===== src/rtl/bnn_cmd_loader.sv =====
// Byte-stream command sequencer between the SPI byte receiver and the BNN core.
// Opcodes select a payload target or launch a run; payload is committed atomically.
module bnn_cmd_loader #(
  parameter int IN_BYTES = 1,
  parameter int W_BYTES  = 2,
  parameter int B_BYTES  = 2
) (
  input  logic                  clk,
  input  logic                  rst_n,
  input  logic [7:0]            rx_data,
  input  logic                  rx_valid,
  output logic                  rx_ready,
  output logic [8*IN_BYTES-1:0] inputs_o,
  output logic [8*W_BYTES-1:0]  weights_o,
  output logic [8*B_BYTES-1:0]  bias_o,
  output logic                  start_o,
  input  logic                  busy_i,
  output logic                  load_done_o,
  output logic                  run_done_o,
  output logic                  cmd_err_o,
  output logic [1:0]            state_o
);

  localparam int MAX_WB    = (W_BYTES > B_BYTES) ? W_BYTES : B_BYTES;
  localparam int MAX_BYTES = (IN_BYTES > MAX_WB) ? IN_BYTES : MAX_WB;
  localparam int SHW       = 8 * MAX_BYTES;
  localparam int CNT_W     = $clog2(MAX_BYTES) + 1;

  localparam logic [CNT_W-1:0] N_IN = CNT_W'(IN_BYTES);
  localparam logic [CNT_W-1:0] N_W  = CNT_W'(W_BYTES);
  localparam logic [CNT_W-1:0] N_B  = CNT_W'(B_BYTES);

  typedef enum logic [1:0] {
    S_IDLE     = 2'd0,
    S_LOAD     = 2'd1,
    S_RUN_WAIT = 2'd2,
    S_BAD      = 2'd3
  } state_t;

  typedef enum logic [1:0] {T_IN, T_W, T_B} tgt_t;

  state_t                r_state;
  tgt_t                  r_tgt;
  logic [SHW-1:0]        r_shadow;
  logic [CNT_W-1:0]      r_cnt;
  logic                  r_commit;
  logic                  r_seen_busy;
  logic [8*IN_BYTES-1:0] r_inputs;
  logic [8*W_BYTES-1:0]  r_weights;
  logic [8*B_BYTES-1:0]  r_bias;
  logic                  r_start;
  logic                  r_load_done;
  logic                  r_run_done;
  logic                  r_cmd_err;

  logic                  w_accept;
  logic [SHW-1:0]        w_shift;
  logic [CNT_W-1:0]      w_cnt_next;
  logic [CNT_W-1:0]      w_need;

  // Held low during reset so the receiver never sees a spurious accept.
  assign rx_ready   = rst_n && (r_state == S_IDLE || r_state == S_LOAD);
  assign w_accept   = rx_valid && rx_ready;
  assign w_shift    = (r_shadow << 8) | SHW'(rx_data);
  assign w_cnt_next = r_cnt + 1'b1;

  always_comb begin
    case (r_tgt)
      T_IN:    w_need = N_IN;
      T_W:     w_need = N_W;
      T_B:     w_need = N_B;
      default: w_need = N_IN;
    endcase
  end

  // NOTE: every register below uses <= so all branches see the pre-edge values,
  // which lets a commit and a new opcode share one edge without interfering.
  always_ff @(posedge clk or negedge rst_n) begin
    if (!rst_n) begin
      r_state     <= S_IDLE;
      r_tgt       <= T_IN;
      r_shadow    <= '0;
      r_cnt       <= '0;
      r_commit    <= 1'b0;
      r_seen_busy <= 1'b0;
      r_inputs    <= '0;
      r_weights   <= '0;
      r_bias      <= '0;
      r_start     <= 1'b0;
      r_load_done <= 1'b0;
      r_run_done  <= 1'b0;
      r_cmd_err   <= 1'b0;
    end else begin
      r_start     <= 1'b0;
      r_load_done <= 1'b0;
      r_run_done  <= 1'b0;
      r_commit    <= 1'b0;

      // Commit lands one edge after the last payload byte, from the full shadow.
      if (r_commit) begin
        case (r_tgt)
          T_IN:    r_inputs  <= r_shadow[8*IN_BYTES-1:0];
          T_W:     r_weights <= r_shadow[8*W_BYTES-1:0];
          T_B:     r_bias    <= r_shadow[8*B_BYTES-1:0];
          default: ;
        endcase
        r_load_done <= 1'b1;
      end

      case (r_state)
        S_IDLE: begin
          if (w_accept) begin
            case (rx_data)
              8'hB1, 8'hB2, 8'hB3: begin
                r_tgt    <= (rx_data == 8'hB1) ? T_IN : (rx_data == 8'hB2) ? T_W : T_B;
                r_cnt    <= '0;
                r_shadow <= '0;
                r_state  <= S_LOAD;
              end
              8'hAE: begin
                if (busy_i) begin
                  r_cmd_err <= 1'b1;
                end else begin
                  r_start     <= 1'b1;
                  r_seen_busy <= 1'b0;
                  r_state     <= S_RUN_WAIT;
                end
              end
              8'hA0:   r_cmd_err <= 1'b0;
              8'h00:   ;
              default: r_cmd_err <= 1'b1;
            endcase
          end
        end
        S_LOAD: begin
          if (w_accept) begin
            r_shadow <= w_shift;
            r_cnt    <= w_cnt_next;
            if (w_cnt_next == w_need) begin
              r_commit <= 1'b1;
              r_state  <= S_IDLE;
            end
          end
        end
        S_RUN_WAIT: begin
          if (busy_i) begin
            r_seen_busy <= 1'b1;
          end else if (r_seen_busy) begin
            r_run_done <= 1'b1;
            r_state    <= S_IDLE;
          end
        end
        default: begin
          r_state   <= S_IDLE;
          r_cmd_err <= 1'b1;
        end
      endcase
    end
  end

  assign inputs_o    = r_inputs;
  assign weights_o   = r_weights;
  assign bias_o      = r_bias;
  assign start_o     = r_start;
  assign load_done_o = r_load_done;
  assign run_done_o  = r_run_done;
  assign cmd_err_o   = r_cmd_err;
  assign state_o     = r_state;

endmodule

===== config.mk =====
export PLATFORM = sky130hd
export DESIGN_NAME = bnn_cmd_loader
export DESIGN_NICKNAME = d
export VERILOG_FILES = /design/src/rtl/bnn_cmd_loader.sv
export SDC_FILE = /design/constraint.sdc
export NUM_CORES = 1
export LEC_CHECK = 0
export BUFFER_PORTS_ARGS = -buffer_cell sky130_fd_sc_hd__buf_2
export CORE_ASPECT_RATIO = 1.75
export CORE_MARGIN = 8
export CORE_UTILIZATION = 54
export DETAILED_ROUTE_END_ITERATION = 10
export PLACE_DENSITY = 0.9
export RECOVER_POWER = 25
export SKIP_CTS_REPAIR_TIMING = 1
export SLEW_MARGIN = 15
export SYNTH_ARGS = -nofsm -noshare
export SYNTH_HDL_FRONTEND = slang
export SYNTH_SLANG_ARGS = --single-unit

===== constraint.sdc =====
create_clock -name clk -period 2.2 [get_ports clk]
set_input_delay 0.44 -clock clk [delete_from_list [all_inputs] [get_ports clk]]
set_output_delay 0.44 -clock clk [all_outputs]
set_load 0.02 [all_outputs]

After elaboration in Yosys (flattened, before gate mapping)
Index checks and enable logic that the tools add are counted.
{"block": "word_totals", "wordCells": 97, "ff_bits": 68, "input_bits": 12, "output_inout_bits": 47}
{"block": "op_classes", "bitwise_logic": 2, "n_addsub": 1, "n_reduce_logical": 20, "n_eq_ne": 23, "muxes": 38}
{"cell": "$mux W16", "count": 3}
{"cell": "$eq A8 B8 Y1 const B", "count": 5}
{"cell": "$pmux W16 S2", "count": 1}
{"cell": "$mux W2", "count": 12}
{"cell": "$mux W1", "count": 16}
{"cell": "$or A16 B8 Y16", "count": 1}
{"cell": "$ne A2 B2 Y1 const B", "count": 7}
{"cell": "$logic_not A8 Y1", "count": 1}
{"cell": "$pmux W2 S2", "count": 2}
{"cell": "$reduce_and A4 Y1", "count": 2}
{"cell": "$reduce_and A7 Y1", "count": 1}
{"cell": "$ne A2 B1 Y1 const B", "count": 3}
{"cell": "$ne A3 B3 Y1 const B", "count": 2}
{"cell": "$pmux W2 S3", "count": 1}
{"cell": "$reduce_and A2 Y1", "count": 3}
{"cell": "$reduce_and A5 Y1", "count": 1}
{"cell": "$eq A2 B1 Y1 const B", "count": 2}
{"cell": "$eq A2 B2 Y1 const B", "count": 2}
{"cell": "$logic_not A2 Y1", "count": 2}
{"cell": "$pmux W1 S2", "count": 2}
{"cell": "$reduce_bool A2 Y1", "count": 2}
{"cell": "$reduce_or A2 Y1", "count": 2}
{"cell": "$reduce_or A4 Y1", "count": 1}
{"cell": "$ne A3 B1 Y1 const B", "count": 1}
{"cell": "other kinds (8)", "count": 9}

Depth between registers and ports, before layout
Gate-level depths: netlist (run 1).
{"block": "depth", "word_depth": 7, "mapped_depth": 7, "depth_no_buf": 6}

Worst setup path after synthesis (run 1)
No wires, ideal clock.
{"block": "synth_path", "path_kind": "reg-to-output", "startpoint": "reg r_state[1], in the netlist state_o[1]", "endpoint": "out rx_ready", "t_required_ns": 1.760, "setup_slack_ns": 0.307, "arrival_ns": 1.453, "path_buffers": 1, "path_stages_with_launch": 5, "path_cell_list": "dfrtp_1 -> inv_1 -> ha_1 -> clkbuf_1 -> o21a_1"}
{"block": "synth_between", "elab_chain_cells": 3, "elab_cells_between_ends": 4, "classes_between": "1 x eq/ne; 3 x reduce/logical"}
{"element": "start, declared", "line_no": "42", "source": "state_t r_state;"}
{"element": "start signal, assigned", "line_no": "80", "source": "r_state <= S_IDLE;"}
{"element": "start signal, assigned", "line_no": "118", "source": "r_state <= S_LOAD;"}
{"element": "start signal, assigned", "line_no": "126", "source": "r_state <= S_RUN_WAIT;"}
{"element": "$eq A2 B1 Y1 or $logic_not A2 Y1 (tied branches)", "line_no": "62", "source": "assign rx_ready = rst_n && (r_state == S_IDLE || r_state == S_LOAD);"}
{"element": "$logic_or A1 B1 Y1 (*)", "line_no": "62"}
{"element": "$logic_and A1 B1 Y1 (*)", "line_no": "62"}
{"element": "end, declared", "line_no": "12", "source": "output logic rx_ready,"}
Every way passes the cells marked *; elsewhere a longest branch is shown, timed or not.

Worst setup path after layout (run 1)
{"block": "layout_path", "startpoint": "in rst_n", "endpoint": "reg r_shadow[5]"}
{"block": "layout_between", "elab_chain_cells": 4, "elab_cells_between_ends": 5, "classes_between": "2 x eq/ne; 3 x reduce/logical"}
{"element": "start, declared", "line_no": "9", "source": "input logic rst_n,"}
{"element": "$logic_and A1 B1 Y1 (*)", "line_no": "62"}
{"element": "$logic_and A1 B1 Y1 (*)", "line_no": "63", "source": "assign w_accept = rx_valid && rx_ready;"}
{"element": "$ne A2 B2 Y1 (no line)"}
{"element": "$reduce_and A4 Y1 (no line) (*)"}
{"element": "end signal, assigned", "line_no": "137", "source": "r_shadow <= w_shift;"}
{"element": "end, declared", "line_no": "44", "source": "logic [SHW-1:0] r_shadow;"}
Marked as above.
A chain may end at the register's enable or synchronous reset.

==> impl_metrics.tcl, run 1 <==
set metrics [dict create \
    hp-start "busy_i" \
    synthesis.area_sq_um 2890 \
    p_leak_nw 1.65 \
    coreArea_sq_um 5210 \
    fin_total_pwr_mw 2.78 \
    synth_fa_ha_area_share_pct 2.60 \
    synth_xor_area_share_pct 0.303 \
    route.vias.total 2030 \
    seq_power_share_pct 49.7 \
    hold_violations 0 \
    synth-edff-count 0 \
    drt-pass1-iter-count 4 \
    gp_congestion 0.958 \
    area_growth_pct 16.8 \
    cellInternalPower_mw 1.95 \
    drv_cap 0 \
    drc_errors 0 \
    grt_use_total_pct 16.9 \
    num_io_pins 59 \
    cts_made_buffers 9 \
    yosysTopAreaCellShare_pct 58.9 \
    comb_power_share_pct 18.7 \
    cts.sinks 68 \
    max_slew_margin_pct 47.3 \
    critPathCaptureType "flip-flop" \
    cts-root-buf "clkbuf_8" \
    outcome "completed" \
    h-tree-depth 3 \
    clk_pin_slew_ps 70 \
    hold_depth 2 \
    synthTopCellsByArea "dfrtp_1 (59%), mux2_2 (16%), a22o_1 (3.9%), ha_1 (2.6%), a21oi_1 (1.7%)" \
    p_per_area_nw_per_um2 823 \
    rsz0062_at_grt "false" \
    p_sw_share_pct 29.9 \
    most-common-layout-cells "dfrtp_1 (68), mux2_2 (41), clkbuf_1 (41)" \
    finalSetupViolCount 0 \
    ys_ff_latch 68 \
    pwr-share-clk_pct 31.7 \
    path_class "in2reg" \
    rows 35 \
    antenna_left 0 \
    nets 299 \
    synth_top_flop_cell "dfrtp_1" \
    drive_gt1_share_pct 30.4 \
    r2r-start "state_o[0]$_DFFE_PN0P_" \
    hpwlAfterDp_microns 4820 \
    avgSynthCellArea_sq_um 13.6 \
    grt_overflow 0 \
    n_antenna_cell 0 \
    cts_tree "yes" \
    fmax_ghz 0.486 \
    path_max_fanout 11 \
    yosys.area_share.simple_pct 8.01 \
    synthCells 212 \
    r2r_slack_ps 390 \
    grt_pass1_wl_microns 10600 \
    drt-total-wl_microns 6580 \
    holdPathEnd "run_done_o$_DFF_PN0_" \
    ys_seq_area_share_pct 58.9 \
    hold_class "in2reg" \
    portBuffers 58 \
    fin_crit_ps 2060 \
    irDropWorstVdd_v 0.000586 \
    dieHeight_microns 113 \
    clock_skew_ps 8.85 \
    synth_nets 230 \
    switching_power_mw 0.831 \
    die_x_microns 71.3 \
    cp.required_ps 2410 \
    cp-start-kind "primary input" \
    final_common_cell "dfrtp_1" \
    r2r_end "r_shadow[5]$_DFFE_PN0P_" \
    clock_path_buffers 2 \
    clock_latency_ps 340 \
    synth_top_family_by_area "multiplexers" \
    reg2regPathDepth 6 \
    synth_compound_area_share_pct 11.4 \
    tns_ps 0 \
    vias_per_cell 5.95 \
    report.final.slew_viol_count 0 \
    wire_per_inst_microns 19.3 \
    critical_path_arrival_ps 2270 \
    synth_cell_types 38 \
    dieArea_sq_um 8040 \
    drtIter0Drc 90 \
    period_share_pct 93.5 \
    grt_pass1_vias 2160 \
    start_util_pct 55.4 \
    synthMuxAreaShare_pct 16.0 \
    yosysWarnings 0 \
    yosys.area.top_type "dfrtp_1" \
    grt_max_degree 65 \
    tightest_slew_ps 790 \
    antenna_found_initial 0 \
    async_flop_share_pct 100 \
]
## how the worst max path moves through the flow
stage          depth (start not counted)                       to                    from  slack [ps]
2_1_floorplan                          4                 rx_ready  state_o[1]$_DFFE_PN0P_         310
3_3_place_gp                           5     r_cnt[0]$_DFFE_PN0P_              rx_data[6]         240
3_5_place_dp                           5     r_cnt[0]$_DFFE_PN0P_              rx_data[6]         180
4_1_cts                                5                 rx_ready  state_o[0]$_DFFE_PN0P_         190
5_1_grt                                6  r_shadow[5]$_DFFE_PN0P_                   rst_n          20
6_report                               6  r_shadow[5]$_DFFE_PN0P_                   rst_n         140
## per-stage QoR
step | worst slack, ps | hold slack, ps | instance area [sq um] | cells | utilization (%)
floorplan | 307 | 144 | 2890 | 212 | -
finish | 144 | 311 | 3370 | 341 | 64.8
global route | 21.7 | 312 | 3370 | 341 | 64.8
global placement | 237 | 302 | 3240 | 324 | 62.2
CTS | 194 | -63.6 | 3410 | 340 | 65.5
detailed placement | 178 | 306 | 3240 | 324 | 62.2
## cell usage after synthesis (2+ instances only)
library cell,instances
dfrtp_1,68
o21ai_0,2
a22o_1,13
nor2b_1,3
o22ai_1,2
nor3_1,8
ha_1,6
o2bb2ai_1,4
mux2_2,41
inv_1,8
or4_1,2
a21oi_1,10
clkbuf_1,3
nand3_1,4
nand2_1,6
nor4_1,3
buf_6,3
nor2_1,6
## sequential cells by signal (all words and copies together), names as in the netlist, 2 cells and up
signal     count
r_shadow      16
state_o        2
weights_o     16
r_tgt          2
inputs_o       8
r_cnt          2
bias_o        16
## power groups by stage
stage | Combinational, mW | Clock [mW] | Sequential, mW
floorplan | 0.341 | 0 | 1.40
global placement | 0.499 | 0 | 1.40
detailed placement | 0.516 | 0 | 1.40
CTS | 0.518 | 0.902 | 1.38
global route | 0.567 | 0.945 | 1.39
finish | 0.518 | 0.879 | 1.38
## layer usage
metal / wire length (microns) / vias to the layer above / part of all wire [%] / GRT usage, %
li1: - / 926 / - / -
met1: 2480 / 1009 / 38 / 17.4
met2: 3490 / 73 / 53 / 29.5
met3: 354 / 22 / 5.4 / 4.78
met4: 255 / 0 / 3.9 / 10.1
met5: 0 / - / 0 / 0
## logic make-up (layout without fill, tap and decap cells)
logic type	after synthesis	after routing
compound gates	40	40
mux	41	41
fa+ha+maj	6	6
buf+inv	15	89
simple gates	41	41
xor+xnor	1	1
flops	68	68
## critical path, stage by stage
cell and delay, ps:
dlygate4sd3_1 530, buf_2 250, nand3_1 190, or4_1 590, a21oi_1 200, nor3_1 70
## final cells by class
type	count	area, sq um
Sequential cell	68	1700
Tap cell	55	68.8
Clock inverter	4	25.0
Fill cell	406	1840
Timing Repair Buffer	65	297
Multi-Input combinational cell	129	1110
Inverter	8	30.0
Clock buffer	12	145
Power figures use the tool's default switching activity.
==> run 2, diff against run 1 <==
--- a/config.mk
+++ b/config.mk
@@ -7,9 +7,9 @@
 export LEC_CHECK = 0
 export BUFFER_PORTS_ARGS = -buffer_cell sky130_fd_sc_hd__buf_2
 export CORE_ASPECT_RATIO = 1.75
-export CORE_MARGIN = 8
 export CORE_UTILIZATION = 54
 export DETAILED_ROUTE_END_ITERATION = 10
+export MAX_ROUTING_LAYER = met4
 export PLACE_DENSITY = 0.9
 export RECOVER_POWER = 25
 export SKIP_CTS_REPAIR_TIMING = 1
==> run 2 against run 1 <==
Effect of this change:
- the flow now finishes with violations (DRC)
- worst setup slack worse by 47 ps
- die area is 30% lower
- clock power is 14% higher
- highest routed layer unchanged
==> impl_metrics.tcl, run 2 (same netlist as run 1, synthesis figures left out) <==
set metrics [dict create \
    portBuffers 58 \
    n_antenna_cell 0 \
    drtIter0Drc 89 \
    outcome "finished with violations" \
    fin_util_pct 67.0 \
    drt-pass1-iter-count 9 \
    area_growth_pct 17.4 \
    tns_ps 0 \
    most-common-layout-cells "dfrtp_1 (68), mux2_2 (41), clkbuf_1 (40)" \
    drt-total-wl_microns 6260 \
    hold_class "in2reg" \
    path_max_fanout 12 \
    gp_congestion 0.957 \
    max_slew_margin_pct 49.2 \
    vias_per_cell 6.12 \
    period_share_pct 95.6 \
    fin_crit_ps 2100 \
    fmax_ghz 0.475 \
    cts_tree "yes" \
    cts.sinks 68 \
    clock_latency_ps 340 \
    cts_made_buffers 9 \
    grt_overflow 0 \
    final_common_cell "dfrtp_1" \
    cp-start-kind "flip-flop" \
    violations "DRC" \
    finalSetupViolCount 0 \
    drive_gt1_share_pct 30.5 \
    coreArea_sq_um 5060 \
    hold_violations 0 \
    p_leak_nw 1.67 \
    drc_errors 11 \
    irDropWorstVdd_v 0.000846 \
    cp.required_ps 1760 \
    wire_per_inst_microns 18.5 \
    start_util_pct 57.1 \
    grt_max_degree 64 \
    tightest_slew_ps 761 \
    clk_pin_slew_ps 60 \
    path_class "reg2out" \
    antenna_found_initial 0 \
    dieHeight_microns 98.8 \
    rsz0062_at_grt "false" \
    multi_input_area_sq_um 1110 \
    h-tree-depth 3 \
    grt_pass1_wl_microns 9850 \
    route.vias.total 2074 \
    report.final.slew_viol_count 0 \
    drv_cap 0 \
    die_x_microns 57.3 \
    clock_path_buffers 2 \
    dieArea_sq_um 5660 \
    grt_use_total_pct 24.5 \
    rows 34 \
    num_io_pins 59 \
    critical_path_arrival_ps 1660 \
    cts-root-buf "clkbuf_8" \
    grt_pass1_vias 2069 \
    nets 298 \
    seq_area_sq_um 1700 \
    p_per_area_nw_per_um2 857 \
    fillerInstances 371 \
    hpwlAfterDp_microns 4450 \
    critPathCaptureType "output port" \
    clock_skew_ps 6.05 \
    antenna_left 0 \
]
[run 2: cell count changes in the layout (fill, tap and decap cells not counted)]
cell	previous run	this run
buf_4	6	5
clkinvlp_4	2	0
buf_2	19	20
bufinv_16	0	1
clkbuf_1	41	40
clkinv_4	0	1
[run 2: area by class of cell]
type / count / share of cell area [%]
clock inverters: 4 / 1.44
clock buffers: 12 / 4.28
inverters: 8 / 0.886
well taps: 54 / 1.99
repair buffers: 64 / 8.56
flip-flops and latches: 68 / 50.2
multi-input cells: 129 / 32.7
[run 2: routing by layer]
layer  GRT usage (%)  wire length [microns]  up-vias
met1            27.0                   2380     1031
met3            4.99                    318       28
li1                -                      -      916
met2            39.7                   3320       99
met5               -                      0        -
met4            15.6                    240        0
[run 2: final timing paths]
check | slack (ps) | to | cells past startpoint | start
worst max-delay path | 100 | rx_ready | 4 | state_o[1]$_DFFE_PN0P_
worst min-delay path | 320 | run_done_o$_DFF_PN0_ | 2 | busy_i
worst max register to register | 280 | state_o[0]$_DFFE_PN0P_ | 6 | r_tgt[0]$_DFFE_PN0P_
worst min register to register | 430 | load_done_o$_DFF_PN0_ | 0 | r_commit$_DFF_PN0_
max in group asynchronous | 660 | r_shadow[4]$_DFFE_PN0P_ | 3 | rst_n
min in group asynchronous | 500 | run_done_o$_DFF_PN0_ | 2 | rst_n
[run 2: through the flow]
stage	instances	setup WS, ps	power (mW)	hold slack, ps	area (sq um)
after floorplan	212	307	1.74	144	2890
after global placement	322	233	1.88	314	3230
after detailed placement	322	181	1.91	321	3230
after CTS	338	87.9	2.92	-52.5	3430
after global routing	339	18.0	3.01	331	3390
final	339	96.8	2.90	323	3390
[run 2: worst max-delay path, stage by stage (launching register included)]
cell and delay [ps]:
dfrtp_1 400, inv_1 100, ha_1 480, o21a_1 190
buf_2 150
[run 2: report_power, final]
group / switching [mW] / leakage [nW] / internal (mW)
registers: 0.0757 / 0.931 / 1.31
logic: 0.329 / 0.638 / 0.191
clock network: 0.446 / 0.100 / 0.553
total: 0.851 / 1.67 / 2.05
==> run 3, diff against run 2 <==
--- a/config.mk
+++ b/config.mk
@@ -5,10 +5,12 @@
 export SDC_FILE = /design/constraint.sdc
 export NUM_CORES = 1
 export LEC_CHECK = 0
+export ABC_AREA = 1
 export BUFFER_PORTS_ARGS = -buffer_cell sky130_fd_sc_hd__buf_2
 export CORE_ASPECT_RATIO = 1.75
 export CORE_UTILIZATION = 54
 export DETAILED_ROUTE_END_ITERATION = 10
+export GPL_TIMING_DRIVEN = 0
 export MAX_ROUTING_LAYER = met4
 export PLACE_DENSITY = 0.9
 export RECOVER_POWER = 25
==> run 3 against run 2 <==
Effect of this change:
- combinational power shrank 42%
- synthesized cell count up 57%
- clock-buffer cell count did not move
- first-iteration DRC count down 17%
- the flow still finishes with violations (DRC)
- sequential power decreased by 4%
- design area grew 5.2%
- die area increased by 1.2%
==> impl_metrics.tcl, run 3 <==
set metrics [dict create \
    cts_tree "yes" \
    hold_class "in2reg" \
    fin_total_pwr_mw 2.99 \
    gp_congestion 0.838 \
    stdcell_area_sq_um 3570 \
    cts.sinks 68 \
    max_slew_margin_pct 28.8 \
    synthTopCellsByArea "dfrtp_1 (58%), nand2_1 (15%), o21ai_0 (8.0%), inv_1 (4.1%), ha_1 (2.6%)" \
    most-common-layout-cells "nand2_1 (120), dfrtp_1 (68), buf_2 (59)" \
    p_per_area_nw_per_um2 837 \
    grt_pass1_wl_microns 10700 \
    synthCells 333 \
    hold_slack_ps 333 \
    r2r-start "state_o[1]$_DFFE_PN0P_" \
    drive_gt1_share_pct 22.0 \
    crit_chain "dlygate4sd3_1 -> buf_4 -> inv_1 -> nor2_1 -> buf_2" \
    grt_use_total_pct 25.7 \
    rsz0062_at_grt "false" \
    critPathMaxStageDelay_ps 530 \
    yosys.area.top_type "dfrtp_1" \
    tightest_slew_ps 1070 \
    dieHeight_microns 99.3 \
    drt-total-wl_microns 6580 \
    clock_skew_ps 6.73 \
    fillerInstances 412 \
    synth_cell_types 20 \
    comb_power_share_pct 10.1 \
    grt_max_degree 52 \
    vias_per_cell 5.34 \
    synth_top_family_by_area "simple AND/OR/NAND/NOR gates" \
    synth_xor_area_share_pct 0 \
    busiest_layer "met2" \
    synth_common_cells "nand2_1 (120), dfrtp_1 (68), o21ai_0 (47)" \
    use_met1_pct 26.6 \
    hpwlAfterDp_microns 4700 \
    fin_cells 464 \
    drtIter0Drc 74 \
    cp-start-kind "primary input" \
    critical_path_arrival_ps 1580 \
    placed_area_sq_um 3310 \
    seq_power_share_pct 44.6 \
    coreArea_sq_um 5260 \
    nets 422 \
    finalSetupViolCount 0 \
    drt-pass1-iter-count 7 \
    dieArea_sq_um 5720 \
    yosysWarnings 0 \
    fin_crit_ps 2020 \
    dp_cells 447 \
    synth_compound_area_share_pct 8.73 \
    report.final.slew_viol_count 0 \
    clock_latency_ps 340 \
    cp.required_ps 1760 \
    start_util_pct 55.6 \
    pwr-share-clk_pct 45.3 \
    switching_power_mw 0.697 \
    p_sw_share_pct 23.4 \
    clock_path_buffers 2 \
    cts-root-buf "clkbuf_8" \
    hold_violations 0 \
    critPathBufInv 4 \
    synth-edff-count 0 \
    grt_overflow 0 \
    fmax_ghz 0.495 \
    irDropWorstVdd_v 0.000483 \
    die_x_microns 57.6 \
    synth_top_flop_cell "dfrtp_1" \
    ys_seq_area_share_pct 58.2 \
    synth_fa_ha_area_share_pct 2.57 \
    avgSynthCellArea_sq_um 8.78 \
    h-tree-depth 3 \
    critPathCaptureType "output port" \
    crit_start "rst_n" \
    crit_family "buffers and inverters" \
    p_leak_nw 1.94 \
    antenna_found_initial 0 \
    synth_most_common_cell "nand2_1" \
    ys_ff_latch 68 \
    period_share_pct 91.9 \
    wire_per_inst_microns 14.2 \
    portBuffers 58 \
    final_common_cell "nand2_1" \
    rows 35 \
    route.vias.total 2477 \
    use_met2_pct 44.8 \
    grt_pass1_vias 2455 \
    yosys.area_share.simple_pct 23.7 \
    drv_cap 0 \
    cpMaxStageDelayCell "dlygate4sd3_1" \
    area_growth_pct 22.0 \
    synthMuxAreaShare_pct 0 \
    path_max_fanout 21 \
    cellInternalPower_mw 2.29 \
    async_flop_share_pct 100 \
    hp-start "rx_data[6]" \
    clk_pin_slew_ps 70 \
    cts_made_buffers 9 \
    yosysTopAreaCellShare_pct 58.2 \
    path_class "in2out" \
    antenna_left 0 \
    synth_nets 351 \
    drc_errors 7 \
    synthesis.area_sq_um 2920 \
    use_met3_pct 5.46 \
    num_io_pins 59 \
    n_antenna_cell 0 \
    violations "DRC" \
    outcome "finished with violations" \
]
-- run 3: changes by cell type after synthesis, moves of 6 or more --
cell     change
nand2_1    +114
nand4_1      +8
mux2_2      -41
nor2_1      +11
o21ai_0     +45
a22o_1      -13
inv_1       +24
nor3_1       -7
a21oi_1      -6
-- run 3: cell families (layout without fill, tap and decap cells) --
group / count (synthesis) / in the layout
and+or+nand+nor: 161 / 161
DFF: 68 / 68
AOI/OAI and AO/OA: 51 / 51
buffers and inverters: 47 / 123
adders and majority gates: 6 / 6
-- run 3: metrics by stage --
stage | utilization (%) | TNS (ps) | worst slack (ps)
global route | 67.9 | 0 | 61.4
CTS | 68.1 | 0 | 334
finish | 67.9 | 0 | 179
global placement | 62.5 | -9740 | -488
floorplan | - | 0 | 575
detailed placement | 63.0 | 0 | 453
-- run 3: layout make-up --
cell class | instances | area, sq um | share of cell area (%)
Clock inverter | 4 | 120 | 3.37
Tap cell | 55 | 68.8 | 1.93
Clock buffer | 12 | 145 | 4.07
Sequential cell | 68 | 1700 | 47.7
Multi-Input combinational cell | 218 | 1020 | 28.7
Inverter | 36 | 135 | 3.79
Buffer | 11 | 65.1 | 1.82
Timing Repair Buffer | 60 | 308 | 8.63
-- run 3: worst min-delay path, cell delays in order --
cell     delay (ps)
buf_2           110
nand2_1          50
nand2_1          50
-- run 3: power by group through the flow --
| stage | Combinational, mW | Clock [mW] | Sequential (mW) |
|---|---|---|---|
| floorplan | 0.178 | 0 | 1.36 |
| global placement | 0.284 | 0 | 1.35 |
| detailed placement | 0.303 | 0 | 1.35 |
| CTS | 0.309 | 1.36 | 1.33 |
| global route | 0.339 | 1.41 | 1.34 |
| finish | 0.302 | 1.35 | 1.33 |
-- run 3: path summary, 6_finish.rpt --
path | to | slack [ps] | depth (start not counted)
setup / recovery | rx_ready | 180 | 5
hold / removal | r_shadow[6]$_DFFE_PN0P_ | 330 | 3
setup reg to reg | r_cnt[1]$_DFFE_PN0P_ | 440 | 10
hold reg to reg | load_done_o$_DFF_PN0_ | 440 | 0
max in group asynchronous | r_cnt[0]$_DFFE_PN0P_ | 360 | 3
min in group asynchronous | weights_o[11]$_DFFE_PN0P_ | 510 | 2
-- run 3: per-layer routing --
metal	wire length [microns]	vias up
met2	3630	73
met5	0	-
li1	-	1186
met1	2510	1199
met4	232	0
met3	215	19
